### src/rtl/regfile_wb_scoreboard_pkg.sv
// Shared sizing and requester identifiers for the register-file writeback scoreboard.
package regfile_wb_scoreboard_pkg;

   localparam int unsigned DEF_REG_ADDR_WIDTH = 4;
   localparam int unsigned DEF_DATA_WIDTH     = 16;
   localparam int unsigned DEF_NUM_REGS       = 16;

   localparam int unsigned RQ_ALU = 0;
   localparam int unsigned RQ_MEM = 1;

   // Which requester wins the next tie.
   typedef enum logic {
      PRIO_ALU = 1'b0,
      PRIO_MEM = 1'b1
   } rrPtr_t;

endpackage

### src/rtl/regfile_wb_scoreboard_rr_arbiter2.sv
// Two-way round-robin arbiter; the pointer moves away from whoever was just granted.
module rr_arbiter2
   import regfile_wb_scoreboard_pkg::*;
(
   input  logic       clk,
   input  logic       rst,
   input  logic [1:0] req,
   output logic [1:0] gnt
);

   rrPtr_t ptr;

   always_comb begin
      gnt = '0;
      if (req[RQ_ALU] && (!req[RQ_MEM] || ptr == PRIO_ALU)) begin
         gnt[RQ_ALU] = 1'b1;
      end else if (req[RQ_MEM]) begin
         gnt[RQ_MEM] = 1'b1;
      end
   end

   always_ff @(posedge clk) begin
      if (rst) begin
         ptr <= PRIO_ALU;
      end else if (gnt[RQ_ALU]) begin
         ptr <= PRIO_MEM;
      end else if (gnt[RQ_MEM]) begin
         ptr <= PRIO_ALU;
      end
   end

endmodule

### src/rtl/regfile_wb_scoreboard.sv
// Register-file write-port sequencer: arbitrates ALU/load writebacks and tracks
// pending destination registers to stall dependent issue.
module regfile_wb_scoreboard
   import regfile_wb_scoreboard_pkg::*;
#(
   parameter int unsigned REG_ADDR_WIDTH = DEF_REG_ADDR_WIDTH,
   parameter int unsigned DATA_WIDTH     = DEF_DATA_WIDTH,
   parameter int unsigned NUM_REGS       = DEF_NUM_REGS
) (
   input  logic                      clk,
   input  logic                      rst,
   input  logic                      iss_valid,
   input  logic [REG_ADDR_WIDTH-1:0] iss_rs1,
   input  logic [REG_ADDR_WIDTH-1:0] iss_rs2,
   input  logic [REG_ADDR_WIDTH-1:0] iss_rd,
   output logic                      iss_stall,
   input  logic                      alu_wb_valid,
   input  logic [REG_ADDR_WIDTH-1:0] alu_wb_rd,
   input  logic [DATA_WIDTH-1:0]     alu_wb_data,
   output logic                      alu_wb_ready,
   input  logic                      mem_wb_valid,
   input  logic [REG_ADDR_WIDTH-1:0] mem_wb_rd,
   input  logic [DATA_WIDTH-1:0]     mem_wb_data,
   output logic                      mem_wb_ready,
   output logic                      rf_we,
   output logic [REG_ADDR_WIDTH-1:0] rf_waddr,
   output logic [DATA_WIDTH-1:0]     rf_wdata,
   output logic [NUM_REGS-1:0]       busy_vec,
   output logic                      err_unres
);

   logic [1:0]                req;
   logic [1:0]                gnt;
   logic                      anyGnt;
   logic [REG_ADDR_WIDTH-1:0] selRd;
   logic [DATA_WIDTH-1:0]     selData;
   logic [NUM_REGS-1:0]       setMask;
   logic [NUM_REGS-1:0]       clrMask;

   assign req[RQ_ALU] = alu_wb_valid;
   assign req[RQ_MEM] = mem_wb_valid;

   rr_arbiter2 uArb (
      .clk (clk),
      .rst (rst),
      .req (req),
      .gnt (gnt)
   );

   assign alu_wb_ready = gnt[RQ_ALU];
   assign mem_wb_ready = gnt[RQ_MEM];
   assign anyGnt       = |gnt;

   // busy[0] is never set, so rd=0 never contributes to a stall.
   assign iss_stall = iss_valid & (busy_vec[iss_rs1] | busy_vec[iss_rs2] | busy_vec[iss_rd]);

   always_comb begin
      selRd   = alu_wb_rd;
      selData = alu_wb_data;
      if (gnt[RQ_MEM]) begin
         selRd   = mem_wb_rd;
         selData = mem_wb_data;
      end
   end

   always_comb begin
      setMask = '0;
      clrMask = '0;
      if (iss_valid && !iss_stall && iss_rd != '0) setMask[iss_rd] = 1'b1;
      if (rf_we) clrMask[rf_waddr] = 1'b1;
   end

   // Clearing is driven by the registered write, so busy drops on the same
   // edge the register file captures the data.
   always_ff @(posedge clk) begin
      if (rst) begin
         busy_vec  <= '0;
         rf_we     <= 1'b0;
         rf_waddr  <= '0;
         rf_wdata  <= '0;
         err_unres <= 1'b0;
      end else begin
         busy_vec <= (busy_vec & ~clrMask) | setMask;
         rf_we    <= anyGnt && selRd != '0;
         if (anyGnt && selRd != '0) begin
            rf_waddr <= selRd;
            rf_wdata <= selData;
            if (!busy_vec[selRd]) err_unres <= 1'b1;
         end
      end
   end

endmodule

### config.mk
export PLATFORM = sky130hd
export DESIGN_NAME = regfile_wb_scoreboard
export DESIGN_NICKNAME = d
export VERILOG_FILES = /design/src/rtl/regfile_wb_scoreboard_pkg.sv /design/src/rtl/regfile_wb_scoreboard_rr_arbiter2.sv /design/src/rtl/regfile_wb_scoreboard.sv
export SDC_FILE = /design/constraint.sdc
export NUM_CORES = 1
export LEC_CHECK = 0
export ABC_AREA = 1
export CAP_MARGIN = 10
export CORE_MARGIN = 10
export CORE_UTILIZATION = 49
export CTS_BUF_LIST = sky130_fd_sc_hd__clkbuf_4 sky130_fd_sc_hd__clkbuf_8
export DETAILED_ROUTE_END_ITERATION = 12
export HOLD_SLACK_MARGIN = 0.1
export PLACE_DENSITY = 0.9
export SETUP_SLACK_MARGIN = 0.1
export SYNTH_ARGS = -nofsm -noshare
export SYNTH_HDL_FRONTEND = slang
export SYNTH_SLANG_ARGS = --single-unit
### constraint.sdc
create_clock -name clk -period 4 [get_ports clk]
set_input_delay 0.8 -clock clk [delete_from_list [all_inputs] [get_ports clk]]
set_output_delay 0.8 -clock clk [all_outputs]
set_load 0.03 [all_outputs]
==> results.md, run 1 <==
Clock network:
- The clock latency on the worst-skew pair is 290 ps.
- The number of buffers created by CTS is 5.
- The H-tree depth is 2.
- The CTS tree is done.
- Clock tree synthesis selected as its root buffer the cell clkbuf_8.
- The clock transition time at the flip-flop clock pins of the worst setup and hold paths is 70 ps.
- In this run the deepest clock path goes through 2 buffers.
- The number of setup buffers added after CTS is 0.
- For this design, the sink count on the clock tree is 39.

Route:
- The wire length after detailed routing is ~9.1 mm.
- The via count is 3,214.
- The number of search-and-repair iterations in the first detailed-routing pass is 5.
- Dividing the detail-routed wire length by the instance count gives 15.1 um.
- The detailed router finished its first iteration with roughly 330 violations.
- In the routed layout, each cell is associated on average with a via count of 5.34.
- The detail route stage leaves a number of antenna-violating nets equal to 0.
- For this run, design rule violations remaining after detail routing come to 0.

STA:
- The time the worst path needs with I/O delays and setup is 3740 ps.
- The relative slew slack is 52.5%.
- Once routing completed, OpenROAD measured the worst setup slack at 264 ps.
- Dividing the final minimum period by the clock period gives 93.4%.
- The summed negative setup slack over all endpoints is 0 ps.
- The slew at the pin closest to its max-slew limit is 711 ps.
- Setup repair after global routing left no endpoint under its margin.
- The total count of max-transition violations in the final report is 0.
- The final hold violation count is 0.
- Setup violations remaining at the end of the flow were counted as 0.
- For this run, the top clock speed supported by timing is 268 MHz.
- The worst clock skew is around 2.3 ps.

Logic synthesis:
- The synthesized design contains 0 enable-type register cells.
- For this run, the number of Yosys warnings is 0.
- The sequential fraction of the synthesis area is between 20 and 30%.
- The post-synthesis cell type count is 25.
- Of the post-synthesis cell area, the dominant cell type holds 30.0%.
- The synthesized net count is 499.
- The share of synthesized flip-flops with an asynchronous set or reset is 0%.
- Among all flip-flop cells after synthesis, the most frequent one is dfxtp_1.
- The synthesis-stage register bit count is 39.
- The post-synthesis cell count is about 440.
- After synthesis, the most frequently instantiated cells are nand2_1, nor2_1, inv_1, nand3_1, dfxtp_1.
- The mean post-synth cell area is about 6 sq um.
- The synthesized design spends more area on one cell type than any other, namely dfxtp_1.
- After synthesis the cells add up to 2600 sq um.
- The most frequently used cell type in the post-synthesis netlist is nand2_1.
- Ranked by total cell area, the synthesized netlist is headed by dfxtp_1, nand2_1, nand3_1.

Pwr:
- The power per cell area is 287 nW/um^2.
- The switching fraction of total power is around 34%.
- Combinational logic burns 33.2% of the power.
- The worst ir drop on vdd is 0.000214 V.
- The net switching power of the design is about 0.00035 W.
- The power share of the clock group is 25.3%.
- For this design the static power due to leakage is 1.69 nW.
- In this run, flip-flops and latches consume 41.5% of the power.
- The cell internal power dissipation is 0.000696 W.

Outcome:
- The run finished with clean final reports.

Final layout:
- The share of layout cells above drive strength 1 is between 5 and 6%.
- From synthesis to final layout, the design area changed by 40.8%.
- The post-route non-filler standard cell count is 602.
- The repair_antennas step left the layout with diodes totalling 0.
- The final instance area is 3670 sq um.
- Measured on the finished design, the core utilization comes to roughly 71%.
- The number of nets in the final layout is around 590.

Placement:
- The number of buffers added on ports is 97.
- The pre-CTS worst setup slack is between 200 and 250 ps.
- Summed over all nets, the half-perimeter wirelength after detailed placement is 7.01 mm.
- Routability-driven placement finished with a final weighted congestion of 0.995.
- The total placed instance area is between 3000 and 4000 sq um.
- Counting tap cells, the placed design contains a total of 594 instances.

Worst setup path:
- The maximum fanout count along the critical path is 13.
- The arrival time reported for the critical path endpoint is between 2000 and 3000 ps.
- The count of cells along the worst register-to-register path is 10.
- The kind of start point of the critical path is an input pin.
- The internal reg-to-reg setup slack is 1520 ps.
- The worst setup path is captured at an output port.
- For the worst setup path, the data required time is 3200 ps.
- The worst setup path is of the input pin to output port kind.

Floorplanning:
- The overall die area is around 8600 sq um.
- After floorplanning, the core was divided into 26 placement rows.
- For this design the top-level I/O count stands at just under 100.
- The initial standard-cell utilization of the core is 50.7%.
- The core region area is 5140 sq um.
- The chip width is 92.9 um.
- The height of the die is just over 90 um.

Global routing:
- Entering global routing, the biggest net connects 23 pins.
- For this run, the total global-route usage over all layers was measured as 20.6%.
- The initial antenna violation count is 0.
- The via count of the first global-routing pass was roughly 2,900.
- For this run the aggregate overflow at the end of global routing stands at 0.
- The first global-routing pass estimated 14.7 mm of wire.

Min path:
- In this run the worst hold path is classified as flip-flop to flip-flop.
- Counting instances, the worst hold path has a depth of 2.

Job:
- Max-cap violations in this run came to 0.
-- routing by layer --
layer	share of wire, %	routed length (um)	up-vias	GRT usage, %
li1	-	-	1598	-
met1	39	3550	1433	24.1
met2	49	4440	167	35.2
met3	11	996	16	6.86
met4	1.3	119	0	5.40
met5	0	0	-	0
-- through the flow --
stage               total power, W  hold WS [ps]
finish                     0.00105           451
CTS                        0.00105           453
detailed placement        0.000788           442
global placement          0.000782           444
global route               0.00111           501
floorplan                 0.000646           443
-- path summary, 6_finish.rpt --
check / from / end
worst max-delay path: iss_rs1[0] / iss_stall
worst min-delay path: err_unres / err_unres
worst max register to register: uArb.ptr / rf_waddr[0]
worst min register to register: err_unres / err_unres
-- cell type report --
cell class	count	area, sq um
Clock inverter	1	5.00
Inverter	53	204
Tap cell	70	87.6
Sequential cell	39	781
Clock buffer	7	83.8
Fill cell	446	1470
Multi-Input combinational cell	331	1500
Timing Repair Buffer	101	1000
-- cells by family after synthesis --
| logic type | share of synthesized area [%] |
|---|---|
| buffers and inverters | 12.3 |
| DFF | 30.0 |
| and+or+nand+nor | 43.2 |
| AOI/OAI and AO/OA | 14.5 |
-- flip-flops by register name, summed over array words and instances, names as in the netlist --
register   flops
uArb.ptr       1
rf_wdata      16
err_unres      1
busy_vec      16
rf_we          1
rf_waddr       4
-- repair_timing --
action | CTS | global route
setup endpoints to repair | 0 | 1
resized for setup | 0 | 1
hold buffers | 0 | 0
-- power by group through the flow --
stage | registers [W] | logic (W) | clock network, W
after CTS | 0.000435 | 0.000347 | 0.000270
after global placement | 0.000442 | 0.000340 | 0
after detailed placement | 0.000443 | 0.000345 | 0
after global routing | 0.000439 | 0.000382 | 0.000290
final | 0.000436 | 0.000349 | 0.000266
after floorplan | 0.000488 | 0.000158 | 0
-- cells in the final DEF, fill, tap and decap left out, types with 3 or more instances in the layout --
| cell | synthesis | routed |
|---|---|---|
| o211ai_1 | 5 | 5 |
| inv_2 | 3 | 3 |
| buf_4 | 3 | 4 |
| clkbuf_8 | 0 | 5 |
| nand2_2 | 6 | 6 |
| inv_1 | 49 | 49 |
| nand4_1 | 16 | 16 |
| nor2_1 | 50 | 50 |
| o21ai_0 | 37 | 37 |
| dfxtp_1 | 39 | 39 |
| a21oi_1 | 23 | 23 |
| nand3_1 | 48 | 48 |
| nand2_1 | 136 | 136 |
| clkdlybuf4s50_1 | 0 | 96 |
-- critical path, stage by stage --
cell and delay [ps]:
clkdlybuf4s50_1 720, inv_1 160, nand2_1 100, nand3_1 80, nand3_1 90, nand3b_1 70, nand3_1 100, nor2_2 60
nor2_1 80, clkdlybuf4s50_1 670
(Power assumes the default switching activity.)
==> run 2, diff against run 1 <==
Settings changed: SLEW_MARGIN from default to 10.
==> results of run 2 <==
No change in the layout: final DEF, timing and power equal those of run 1.
